### src/rtl/seq_pkg.sv
// Shared types for the nibble sequence player.
//   nibble_t : one 4-bit pattern entry
//   state_t  : playback controller state
package seq_pkg;

    localparam int unsigned NIB_W = 4;

    typedef logic [NIB_W-1:0] nibble_t;

    typedef enum logic [1:0] {
        IDLE = 2'd0,
        PLAY = 2'd1,
        DONE = 2'd2
    } state_t;

endpackage

### src/rtl/seq_mem.sv
// Pattern memory: DEPTH x 4 register file.
//   clock   : write clock
//   we      : write strobe
//   waddr   : write address
//   wdata   : write nibble
//   raddr   : read address (asynchronous read)
//   rdata   : read nibble
// Contents are deliberately not reset.
module seq_mem
    import seq_pkg::*;
#(
    parameter int unsigned DEPTH = 16,
    parameter int unsigned AW    = $clog2(DEPTH)
) (
    input  logic             clock,
    input  logic             we,
    input  logic [AW-1:0]    waddr,
    input  logic [NIB_W-1:0] wdata,
    input  logic [AW-1:0]    raddr,
    output logic [NIB_W-1:0] rdata
);

    nibble_t mem_q [DEPTH];

    // Single synchronous write port
    always_ff @(posedge clock) begin
        if (we) begin
            mem_q[waddr] <= wdata;
        end
    end

    assign rdata = mem_q[raddr];

endmodule

### src/rtl/seq_player.sv
// Playback controller streaming programmable nibble sequences.
//   clock, reset         : clock, synchronous active-high reset
//   wr_en/wr_addr/wr_data: pattern write port (IDLE only)
//   len, rep             : length and pass count, sampled on accepted start
//   start, abort         : start request / stop playback
//   busy                 : high in PLAY and DONE
//   dout/dout_valid/dout_ready : valid/ready nibble stream
//   done                 : one-cycle pulse after the final beat
//   wr_err               : one-cycle pulse after a write dropped while busy
module seq_player
    import seq_pkg::*;
#(
    parameter int unsigned DEPTH = 16,
    parameter int unsigned AW    = $clog2(DEPTH),
    parameter int unsigned RPT_W = 4
) (
    input  logic             clock,
    input  logic             reset,
    input  logic             wr_en,
    input  logic [AW-1:0]    wr_addr,
    input  logic [3:0]       wr_data,
    input  logic [AW:0]      len,
    input  logic [RPT_W-1:0] rep,
    input  logic             start,
    input  logic             abort,
    output logic             busy,
    output logic [3:0]       dout,
    output logic             dout_valid,
    input  logic             dout_ready,
    output logic             done,
    output logic             wr_err
);

    localparam int unsigned LW = AW + 1;

    state_t           state_q, state_d;
    logic [LW-1:0]    idx_q, idx_d;
    logic [LW-1:0]    len_q, len_d;
    logic [RPT_W-1:0] pass_q, pass_d;
    logic [RPT_W-1:0] rep_q, rep_d;
    logic             wr_err_q, wr_err_d;

    logic             mem_we;
    nibble_t          rd_data;
    logic             beat;
    logic             last_idx;

    // Writes only land while idle; a busy write is dropped and flagged
    assign mem_we   = wr_en && (state_q == IDLE);
    assign wr_err_d = wr_en && (state_q != IDLE);

    // idx never exceeds len_q-1 <= DEPTH-1, so the low AW bits address the memory
    seq_mem #(
        .DEPTH (DEPTH),
        .AW    (AW)
    ) u_mem (
        .clock (clock),
        .we    (mem_we),
        .waddr (wr_addr),
        .wdata (wr_data),
        .raddr (idx_q[AW-1:0]),
        .rdata (rd_data)
    );

    assign beat     = (state_q == PLAY) && dout_ready;
    assign last_idx = (idx_q == (len_q - LW'(1)));

    // Next-state and counter logic
    always_comb begin
        state_d = state_q;
        idx_d   = idx_q;
        len_d   = len_q;
        pass_d  = pass_q;
        rep_d   = rep_q;

        unique case (state_q)
            IDLE: begin
                if (start && !abort) begin
                    len_d  = (len > LW'(DEPTH)) ? LW'(DEPTH) : len;
                    rep_d  = rep;
                    idx_d  = '0;
                    pass_d = RPT_W'(1);
                    state_d = (len == '0) ? DONE : PLAY;
                end
            end
            PLAY: begin
                if (abort) begin
                    state_d = IDLE;
                end else if (beat) begin
                    if (last_idx) begin
                        if ((rep_q != '0) && (pass_q == rep_q)) begin
                            state_d = DONE;
                        end else begin
                            idx_d = '0;
                            // rep_q==0 loops forever, pass stays put
                            if (rep_q != '0) begin
                                pass_d = pass_q + RPT_W'(1);
                            end
                        end
                    end else begin
                        idx_d = idx_q + LW'(1);
                    end
                end
            end
            DONE: begin
                state_d = IDLE;
            end
            default: begin
                state_d = IDLE;
            end
        endcase
    end

    // State and datapath registers
    always_ff @(posedge clock) begin
        if (reset) begin
            state_q  <= IDLE;
            idx_q    <= '0;
            len_q    <= '0;
            pass_q   <= '0;
            rep_q    <= '0;
            wr_err_q <= 1'b0;
        end else begin
            state_q  <= state_d;
            idx_q    <= idx_d;
            len_q    <= len_d;
            pass_q   <= pass_d;
            rep_q    <= rep_d;
            wr_err_q <= wr_err_d;
        end
    end

    // Outputs decoded straight from registered state
    assign busy       = (state_q != IDLE);
    assign done       = (state_q == DONE);
    assign dout_valid = (state_q == PLAY);
    assign dout       = (state_q == PLAY) ? rd_data : 4'h0;
    assign wr_err     = wr_err_q;

endmodule

### config.mk
export PLATFORM = sky130hd
export DESIGN_NAME = seq_player
export DESIGN_NICKNAME = d
export VERILOG_FILES = /design/src/rtl/seq_pkg.sv /design/src/rtl/seq_mem.sv /design/src/rtl/seq_player.sv
export SDC_FILE = /design/constraint.sdc
export NUM_CORES = 1
export LEC_CHECK = 0
export ABC_AREA = 1
export BUFFER_PORTS_ARGS = -buffer_cell sky130_fd_sc_hd__clkbuf_2
export CAP_MARGIN = 15
export CORE_UTILIZATION = 40
export CTS_CLUSTER_SIZE = 25
export DETAILED_ROUTE_END_ITERATION = 7
export PLACE_DENSITY_LB_ADDON = 0.1
export SLEW_MARGIN = 20
export SYNTH_ARGS = -nofsm -noshare
export SYNTH_HDL_FRONTEND = slang
export SYNTH_HIERARCHICAL = 1
export SYNTH_SLANG_ARGS = --single-unit
export TNS_END_PERCENT = 100
### constraint.sdc
create_clock -name clock -period 3.8 [get_ports clock]
set_clock_uncertainty 0.2 [all_clocks]
set_input_delay 0.38 -clock clock [delete_from_list [all_inputs] [get_ports clock]]
set_output_delay 0.38 -clock clock [all_outputs]
set_load 0.01 [all_outputs]
==> summary.log <==
qor: run_status.result_of_the_run finished clean
qor: placed_design.placement.io_buffers 30
qor: cells_and_area.final_layout_size_suffix_gt1_share 13.4%
qor: synth.synth_fp_nets 529
qor: power_and_ir_drop.p_leak 2.07 nW
qor: timing.timing_hold_violations_final 0
qor: clocking.post_cts.resized_instances 0
qor: timing.timing.final.crit_share 72.4%
qor: timing.max_freq 0.364 GHz
qor: timing.finalHoldWorstSlack 0.0587 ns
qor: power_and_ir_drop.power.total 1.84 mW
qor: timing.rsz0062_at_grt false
qor: floorplan.floorplan.die.height 106 um
qor: grt.pin_count_of_the_biggest_net_entering_global_routing 33
qor: grt.grt-ovfl-total 0
qor: worst_setup_path.highest_net_fanout_along_the_worst_path 32
qor: clocking.numClockSinks 85
qor: clocking.cts-buffers-inserted 9
qor: floorplan.width_of_the_die 106 um
qor: grt.grt_util_met3 2.66%
qor: floorplan.num_rows 37
qor: floorplan.io_pins 31
qor: synth.post_synth_instance_area 4290 um^2
qor: placed_design.routabilityCongestion 0.816
qor: clocking.h-tree-depth 3
qor: clocking.cts_hold_buffers 0
qor: timing.report.final.slew_viol_count 0
qor: grt.first_global_vias 2992
qor: hold_path.hold_class in2reg
qor: floorplan.floorplan.die_area 11100 um^2
qor: timing.final_period_minus_worst_setup_slack 2.75 ns
qor: clocking.clock_tree_from_tritoncts built
qor: power_and_ir_drop.vdd_drop_max 0.154 mV
qor: timing.timing.max_slew.rel_slack 47.4%
qor: timing.setup-tns-final 0 ns
qor: worst_setup_path.timing.reg2reg.setup_slack 1.39 ns
qor: route.routed-via-count 3173
qor: synth.synth-seq-area-share 54.7%
qor: synth.synth_area_per_cell 8.52 um^2
qor: floorplan.initial_core_util 41.3%
qor: floorplan.core_area 10400 um^2
qor: cells_and_area.finish.utilization 45.1%
qor: synth.synthDominantAreaCellType edfxtp_1
qor: worst_setup_path.timing_worst_setup_path_type reg2out
qor: cells_and_area.postLayoutCellArea 4680 um^2
qor: worst_setup_path.critPathCaptureType output pin
qor: route.drtIter0Drc 211
qor: route.dr.pass1.iters 4
qor: clocking.clk-insertion-delay-late 0.34 ns
qor: route.post-route-drc-count 0
qor: timing.final_setup_fails 0
qor: route.wl_per_cell 13.7 um
qor: flow_run.drv.max_cap_violation_count 0
qor: clocking.clockRootBuffer clkbuf_8
qor: timing.tightestPinTransition 0.787 ns
qor: route.drt.antenna.violating_nets 0
qor: route.drt_wl_total 9.24 mm
qor: worst_setup_path.crit_arrival 2.17 ns
qor: grt.overall_routing_resource_usage 17.4%
qor: grt.antenna_found_initial 0
qor: worst_setup_path.cp-start-kind flip-flop
qor: synth.synthDistinctLibCells 34
qor: placed_design.place_hpwl 6.51 mm
qor: cells_and_area.layout.nets 559
qor: grt.gr-usage-met2 26.9%
qor: clocking.clock_tree.buffer_depth 2
qor: synth.synth_top_area_share 44.8%
qor: clocking.post_cts.repair.setup_buffers 0
qor: synth.netlist_instances 503
qor: clocking.clk_transition_reported_paths 0.08 ns
qor: placed_design.post_dp_cell_area 4520 um^2
qor: cells_and_area.syn2layout_area_growth 9.11%
qor: worst_setup_path.cp_data_required_time 3.22 ns
qor: synth.ys.warnings.count 6
qor: cells_and_area.antenna-diode-count 0
qor: grt.grt_pass1_wl 14.8 mm
qor: synth.synth.top_cells.by_area edfxtp_1, nand2_1, dfxtp_1
qor: synth.postSynthRegisterBits 85
qor: route.drt-vias-per-instance 4.71
qor: power_and_ir_drop.pwr_density_cell 393 nW/um^2
qor: grt.global_route.peak_usage_layer met2
qor: grt.met1_usage 24.9%
## layout by cell type, fill, tap and decap left out, drive strengths merged, types with 3 or more instances in the layout
master / count
o32ai: 4
nor2: 55
ha: 3
o21ai: 8
clkbuf: 42
nand2: 149
nand3: 62
dfxtp: 21
xor2: 3
a21oi: 10
inv: 96
nor3: 3
nand4: 8
edfxtp: 64
## Yosys cell counts (all sizes together)
library cell	count
nand2	149
inv	96
edfxtp	64
nand3	62
nor2	55
dfxtp	21
buf	12
a21oi	10
nand4	8
o21ai	8
o32ai	4
ha	3
nor3	3
xor2	3
nand3b	2
a211oi	1
clkbuf	1
xnor2	1
## critical path, stage by stage (launching register included)
cell and delay (ns):
dfxtp_1 0.62, buf_4 0.28, inv_6 0.12, nand2_1 0.08, nand3_1 0.07, nand3_1 0.11, nand3_1 0.13, nand2_1 0.10
inv_1 0.04, nor2_1 0.12, clkbuf_2 0.15
## registers in the layout, indices dropped and copies added, names as in the netlist
name         count
u_mem/mem_q     64
idx_q            5
len_q            5
pass_q           4
rep_q            4
state_q          2
wr_err           1
## layer usage
metal / share of wire (%) / vias up
li1: - / 1664
met1: 51 / 1460
met5: 0 / -
met2: 44 / 41
met4: 1.1 / 0
met3: 3.5 / 8
## logic make-up (layout without fill, tap and decap cells)
kind of cell / after synthesis / in the layout / share of synthesized area [%]
AO/OA/AOI/OAI: 23 / 23 / 3.45
XOR/XNOR: 4 / 4 / 0.818
adder cells (fa/ha/maj): 3 / 3 / 0.876
buffers and inverters: 109 / 144 / 11.1
flip-flops: 85 / 85 / 54.7
AND/OR/NAND/NOR: 279 / 279 / 29.1
## layout make-up
cell class                 count  area (um^2)
clock buffer                  12          135
tap                          136          170
sequential                    85         2340
multi-input combinational    309         1470
clock inverter                 4         25.0
inverter                      96          370
timing repair buffer          32          165
fill                        1082         5690
## path summary, 6_finish.rpt
check             startpoint         end  depth (start not counted)
setup / recovery    idx_q[0]     dout[2]                         10
hold / removal         wr_en      wr_err                          3
setup reg to reg    idx_q[1]  state_q[0]                         13
hold reg to reg     rep_q[2]    rep_q[2]                          2
## power breakdown
part	leakage [nW]	switching, mW	internal, mW
Combinational	1.24	0.170	0.0820
Clock	0.0742	0.312	0.236
Sequential	0.749	0.0201	1.01
Total	2.07	0.503	1.33
## metrics by stage
step | worst slack, ns | instances
2_1_floorplan | 1.99 | 503
3_3_place_gp | 1.38 | 658
3_5_place_dp | 1.38 | 658
4_1_cts | 1.06 | 674
5_1_grt | 0.858 | 674
6_report | 1.05 | 674
No activity file was read; power rests on OpenSTA's default activity.
